--- src/rtl/mem_port_arbiter.sv ---
// Round-robin arbiter that shares one main-memory block port between the
// I-cache refill path and the D-cache refill/writeback path, one transaction at a time.
module mem_port_arbiter #(
  parameter int ADDR_W     = 28,
  parameter int BLOCK_BITS = 128
) (
  input  logic                  CLK,
  input  logic                  RESET,
  input  logic                  i_mem_read,
  input  logic [ADDR_W-1:0]     i_mem_address,
  output logic [BLOCK_BITS-1:0] i_mem_readdata,
  output logic                  i_mem_busywait,
  input  logic                  d_mem_read,
  input  logic                  d_mem_write,
  input  logic [ADDR_W-1:0]     d_mem_address,
  input  logic [BLOCK_BITS-1:0] d_mem_writedata,
  output logic [BLOCK_BITS-1:0] d_mem_readdata,
  output logic                  d_mem_busywait,
  output logic                  mem_read,
  output logic                  mem_write,
  output logic [ADDR_W-1:0]     mem_address,
  output logic [BLOCK_BITS-1:0] mem_writedata,
  input  logic [BLOCK_BITS-1:0] mem_readdata,
  input  logic                  mem_busywait,
  output logic [1:0]            arb_owner
);

  typedef enum logic [2:0] {
    IDLE   = 3'd0,
    I_BUSY = 3'd1,
    D_BUSY = 3'd2,
    I_DONE = 3'd3,
    D_DONE = 3'd4
  } state_t;

  localparam logic GRANT_I = 1'b0;
  localparam logic GRANT_D = 1'b1;

  state_t state, next_state;
  logic   last_grant, next_last_grant;
  logic   seen_busy;
  logic   i_req, d_req, d_is_read;
  logic   in_busy, complete;

  assign i_req     = i_mem_read;
  assign d_req     = d_mem_read | d_mem_write;
  // A simultaneous read+write from the D-cache is treated as a writeback.
  assign d_is_read = d_mem_read & ~d_mem_write;
  assign in_busy   = (state == I_BUSY) || (state == D_BUSY);
  // Completion needs a prior busy phase, so the strobe cycle itself never completes.
  assign complete  = in_busy & seen_busy & ~mem_busywait;

  // NOTE: every signal written in this always_comb gets a default first, so no path
  // through the case leaves one unassigned and no latch is inferred.
  always_comb begin
    next_state      = state;
    next_last_grant = last_grant;
    unique case (state)
      IDLE: begin
        if (i_req && d_req) begin
          if (last_grant == GRANT_D) begin
            next_state      = I_BUSY;
            next_last_grant = GRANT_I;
          end else begin
            next_state      = D_BUSY;
            next_last_grant = GRANT_D;
          end
        end else if (i_req) begin
          next_state      = I_BUSY;
          next_last_grant = GRANT_I;
        end else if (d_req) begin
          next_state      = D_BUSY;
          next_last_grant = GRANT_D;
        end
      end
      I_BUSY:  if (complete) next_state = I_DONE;
      D_BUSY:  if (complete) next_state = D_DONE;
      I_DONE:  next_state = IDLE;
      D_DONE:  next_state = IDLE;
      default: next_state = IDLE;
    endcase
  end

  // NOTE: sequential state uses non-blocking assignments so every register samples
  // the pre-edge values regardless of statement order.
  always_ff @(posedge CLK or negedge RESET) begin
    if (!RESET) begin
      state          <= IDLE;
      last_grant     <= GRANT_I;
      seen_busy      <= 1'b0;
      i_mem_readdata <= '0;
      d_mem_readdata <= '0;
    end else begin
      state      <= next_state;
      last_grant <= next_last_grant;
      if (!in_busy || complete) begin
        seen_busy <= 1'b0;
      end else if (mem_busywait) begin
        seen_busy <= 1'b1;
      end
      if (complete && state == I_BUSY) begin
        i_mem_readdata <= mem_readdata;
      end
      if (complete && state == D_BUSY && d_is_read) begin
        d_mem_readdata <= mem_readdata;
      end
    end
  end

  always_comb begin
    mem_read      = 1'b0;
    mem_write     = 1'b0;
    mem_address   = '0;
    mem_writedata = '0;
    arb_owner     = 2'b00;
    unique case (state)
      I_BUSY: begin
        mem_read    = i_mem_read;
        mem_address = i_mem_address;
        arb_owner   = 2'b01;
      end
      D_BUSY: begin
        mem_read      = d_is_read;
        mem_write     = d_mem_write;
        mem_address   = d_mem_address;
        mem_writedata = d_mem_writedata;
        arb_owner     = 2'b10;
      end
      I_DONE:  arb_owner = 2'b01;
      D_DONE:  arb_owner = 2'b10;
      default: arb_owner = 2'b00;
    endcase
  end

  // The busywait low cycle is exactly the DONE cycle for that side.
  assign i_mem_busywait = i_req & (state != I_DONE);
  assign d_mem_busywait = d_req & (state != D_DONE);

endmodule

--- config.mk ---
export PLATFORM = sky130hd
export DESIGN_NAME = mem_port_arbiter
export DESIGN_NICKNAME = d
export VERILOG_FILES = /design/src/rtl/mem_port_arbiter.sv
export SDC_FILE = /design/constraint.sdc
export NUM_CORES = 1
export LEC_CHECK = 0
export CAP_MARGIN = 40
export CORE_AREA = 3 3 282 284
export CTS_CLUSTER_DIAMETER = 50
export CTS_CLUSTER_SIZE = 14
export DETAILED_ROUTE_END_ITERATION = 16
export DIE_AREA = 0 0 285 287
export GPL_ROUTABILITY_DRIVEN = 0
export MAX_ROUTING_LAYER = met4
export PLACE_DENSITY = 0.44
export SLEW_MARGIN = 20
export SYNTH_ARGS = -nofsm -noshare
export SYNTH_HDL_FRONTEND = slang
export SYNTH_SLANG_ARGS = --single-unit
--- constraint.sdc ---
create_clock -name CLK -period 4.8 [get_ports CLK]
set_input_delay 0.96 -clock CLK [delete_from_list [all_inputs] [get_ports CLK]]
set_output_delay 0.96 -clock CLK [all_outputs]
set_load 0.01 [all_outputs]
After elaboration in Yosys (flattened, before gate mapping)
Cells that the tools add are included.

storage, ports and cells
  flip-flop bits (word level) = 261
  bits of input ports = 318
  output and inout bits = 418
  logic and storage cells = 54

cells by class
  equality and inequality tests = 9
  mux-type cells = 18
  bitwise operators = 8
  reductions and logical operators = 14

operator list
  kind                                           count
  2-to-1 mux 128 bit                             1
  case mux 28 bit (2 select lines)               1
  2-to-1 mux 3 bit                               5
  case mux 3 bit (3 select lines)                1
  2-to-1 mux 1 bit                               7
  == test 3 x 2 -> 1 bit, second input constant  2
  AND 1 bit                                      5
  logical AND 1 bit                              4
  != test 2 bit, second input constant           2
  != test 4 bit, second input constant           1
  case mux 2 bit (2 select lines)                1
  OR reduction 2 bit                             2
  == test 3 x 1 -> 1 bit, second input constant  1
  == test 3 bit, second input constant           1
  zero test 3 bit                                1
  != test 3 x 2 -> 1 bit, second input constant  1
  != test 3 bit, second input constant           1
  AND reduction 3 bit                            1
  nonzero test 3 bit                             1
  logical OR 1 bit                               2
  2-to-1 mux 2 bit                               1
  NOT 1 bit                                      2
  case mux 1 bit (2 select lines)                1
  AND reduction 2 bit                            1
  other kinds (3)                                3

Logic depth before layout (Yosys ltp)
  word-level depth = 6
  depth in mapped cells = 6
  mapped depth without buffers = 3

Least setup slack after synthesis
No wires, ideal clock.

  path kind = register -> output
  start = register state[2]
  end = output port mem_writedata[100]
  data arrival time = 1.475 ns
  data required time = 3.840 ns
  setup slack = 2.365 ns
  stages on the path, launching flop included = 6
  path buffers = 3
  cell sequence = dfrtp_1 > buf_2 > nor3b_4 > clkbuf_1 > clkbuf_1 > and2_1

on the way
  longest elaborated chain between the ends = 2

RTL lines
  item                    line  RTL
  start, declared         39    state_t state, next_state;
  start signal, assigned  94    state <= next_state;
  == test 3 x 2 -> 1 bit  116   unique case (state)
  2-to-1 mux 128 bit      116
  end, declared           22    output logic [BLOCK_BITS-1:0] mem_writedata,

Every way passes these cells.

Worst setup path in the final report
  start = register state[2]
  end = output port mem_address[16]

on the way
  longest elaborated chain between the ends = 2
  elaborated cells on any way between the ends = 3
  those cells by class = eq/ne: 2; mux: 1

RTL lines
  item                                                              line  RTL
  == test 3 x 2 -> 1 bit or == test 3 x 1 -> 1 bit (tied branches)  116
  case mux 28 bit (2 select lines) (*)                              116
  end, declared                                                     21    output logic [ADDR_W-1:0] mem_address,

Every way passes the cells marked *; elsewhere a longest branch is shown, timed or not.

==> summary.md <==
| Metric | Value |
|---|---|
| Final net count | 1,813 |
| Reg2Reg Setup Slack | about 2.1 ns |
| Post-Syn Instances | roughly 750 |
| CP max FO | 16 |
| DPL Wire Length | a little over 50 mm |
| Synth cell count leaders | dfrtp_1 (261), mux2_2 (257), and2_1 (131) |
| Hold buffers post-CTS | 0 |
| GRT Util Overall | 14.5% |
| Max Cap Viol | 0 |
| Compound-Gate Fraction of Synth Area | 2.80% |
| Initial antenna violation count | 18 |
| CTS Root Cell | clkbuf_16 |
| H-tree lvl count | 2 |
| Clock Latency Late Sink | between 0.5 and 0.6 ns |
| Total number of vias | between 9k and 10k |
| Via/cell ratio | around 3.6 |
| I/O pins | about 740 |
| Grt total ovfl | 0 |
| Yosys warns | 0 |
| # rows | between 100 and 150 |
| Worst Skew | 0.0275 ns |
| DRT Wirelength | around 61 mm |
| Peak supply drop | 0.000249 V |
| CTS tree | built |
| Top-area cell type share of the netlist area | 59.4% |
| Pin count of the biggest net entering global routing | about 130 |
| Sequential fraction of the synthesis area | between 50% and 60% |
| Max-slew headroom | 39.1% |
| Crit path DAT | 2.95 ns |
| Postcts setup bufs | 0 |
| Max-slew violations | 0 |
| Largest family of logic cells by synthesized area | multiplexers |
| Yosys cell types | 25 |
| Vias in the first global route | 10.3k |
| Leakage | about 8.8 nW |
| WS Path Type | flip-flop to primary output |
| Synthesized flop and latch total | 261 |
| Simple-gate share of the synthesized area | 8.19% |
| Clk slew on worst S/H paths | around 0.060 ns |
| Area Overhead vs Synth | 91.2% |
| Hold crit path type | input pin to asynchronous set/reset pin |
| Routed len/inst | 23.5 um |
| Synthesized net count | 1,071 |
| RR Endpoint | i_mem_readdata[42] |
| Final Setup Violations | 0 |
| Fmax | 0.256 GHz |
| Initial core utilization | between 10% and 20% |
| Post-Syn Area per Cell | between 10 and 15 um^2 |
| Post-route minimum period | 3.91 ns |
| Final TNS setup | 0 ns |
| Final period util | 81.4% |
| Fin. Hold Viols | 0 |
| Total power | 13.9 mW |
| Number of enable flip-flop cells after synthesis | 0 |
| Port buffer count | roughly 740 |
| Most frequent cell after synthesis | dfrtp_1 |
| Status | finished, final reports clean |
| Worst setup EP type | primary output |
| DRT iter0 DRCs | about 270 |
| Horiz. Die Dim | ~290 um |
| Area leader, netlist | dfrtp_1 |
| Ys flop type | dfrtp_1 |
| Area share of fa/ha/maj cells after synthesis | 0% |
| RSZ-0062 raised after global routing | no |
| Cell area after synthesis | 11,000 um^2 |
| Die Ht | 287 um |
| R2R depth | 5 |
| Worst R2R Start | state[2] |
| TritonCTS sink count | 261 |
| Post-synthesis mux area share | 26.3% |
| Worst Tran Pin Value | between 0.9 and 1 ns |
| Fraction of registers with async set/reset | between 90% and 100% |
| Top cells by area, synth | dfrtp_1 (59%), mux2_2 (26%), and2_1 (7.5%), a22o_1 (2.2%), buf_6 (1.2%) |
| Residual DRC | 0 |
| CTS Buf Count | 43 |
| 1st-pass router iterations | 4 |
| XOR/XNOR Fraction of Synth Area | 0.0797% |
| Share of layout cells above drive strength 1 | between 20% and 30% |
| Critical Path RT | ~3.8 ns |
| CTS Buffer Depth | 3 |
| Startpoint types | flip-flop |
| Die Area | 81,800 um^2 |
| Core ar. | 77,300 um^2 |
| Final ANT Viol Nets | 0 |
| First-pass GRT wire length | between 80 and 90 mm |
| Pwr dens | 661 nW/um^2 |
| Post_cts resized | 0 |
| FILL cells | a little over 8k |
## layout make-up
| type | count | area, um^2 | area share, % |
|---|---|---|---|
| multi-input cells | 438 | 4120 | 19.6 |
| diodes | 15 | 37.5 | 0.179 |
| clock buffers | 51 | 1150 | 5.45 |
| flip-flops and latches | 261 | 6530 | 31.1 |
| repair buffers | 748 | 7500 | 35.7 |
| well taps | 1040 | 1300 | 6.19 |
| inverters | 3 | 11.3 | 0.0536 |
| clock inverters | 27 | 374 | 1.78 |
## flip-flops by register name, summed over array words and instances, names as in the netlist
signal,cells
last_grant,1
i_mem_readdata,128
seen_busy,1
state,3
d_mem_readdata,128
## worst max-delay path: stages (launching register included)
cell and delay [ns]:
dfrtp_1 0.53, nor3b_4 0.66, buf_4 0.33, a22o_1 0.25
clkdlybuf4s50_1 0.63
## cell usage in the layout, fill, tap and decap left out, types with 2 or more instances in the layout
cell	netlist	layout
clkdlybuf4s50_1	0	734
dfrtp_1	261	261
mux2_2	257	257
and2_1	131	130
clkbuf_16	0	43
a22o_1	28	28
diode_2	0	15
buf_4	13	10
bufinv_16	0	6
inv_6	0	5
clkinvlp_4	0	5
inv_8	0	5
clkbuf_1	18	4
clkbuf_8	0	4
inv_1	3	3
clkinv_2	0	3
buf_12	0	3
nor3b_4	1	2
nor2b_1	2	2
nor2_1	2	2
a31oi_1	2	2
nand2_1	2	2
a21oi_1	2	2
nor3_1	2	2
clkinv_8	0	2
## per-stage QoR
step	hold WS, ns	util [%]	instance area, um^2	instances	worst slack [ns]
after global routing	0.510	27.2	21000	2581	0.755
after global placement	0.488	25.2	19500	2490	1.01
after CTS	0.484	27.1	21000	2568	0.841
after detailed placement	0.492	25.2	19500	2490	1.06
final	0.483	27.2	21000	2583	0.895
after floorplan	0.475	-	11000	753	2.36
## cells by family (layout without fill, tap and decap cells)
kind of cell	after synthesis	count (layout)
other cells	0	15
mux	257	257
xor+xnor	1	1
flops	261	261
compound gates	37	37
simple gates	143	143
buf+inv	54	829
## worst max-delay path by stage
| stage | start | end | slack, ns | cells past startpoint |
|---|---|---|---|---|
| floorplan | state[2] | mem_writedata[100] | 2.36 | 5 |
| global placement | i_mem_read | i_mem_busywait | 1.01 | 4 |
| detailed placement | i_mem_read | i_mem_busywait | 1.06 | 4 |
| CTS | state[2] | mem_read | 0.84 | 4 |
| global route | state[1] | mem_read | 0.76 | 4 |
| finish | state[2] | mem_address[16] | 0.89 | 4 |
## power by group
part           internal [mW]  leakage (nW)  total, mW  switching (mW)
Clock                   2.07         0.732       3.27            1.20
Combinational           3.92          4.65       6.81            2.88
Sequential              3.25          3.40       3.81           0.560
Total                   9.24          8.79       13.9            4.64
## layer usage
metal  share of wire, %  global-route usage (%)
met2                 55                    27.8
met5                  0                       -
met1                 31                    12.5
met4                5.6                    7.41
met3                8.1                    5.00
No activity file was read; power rests on OpenSTA's default activity.
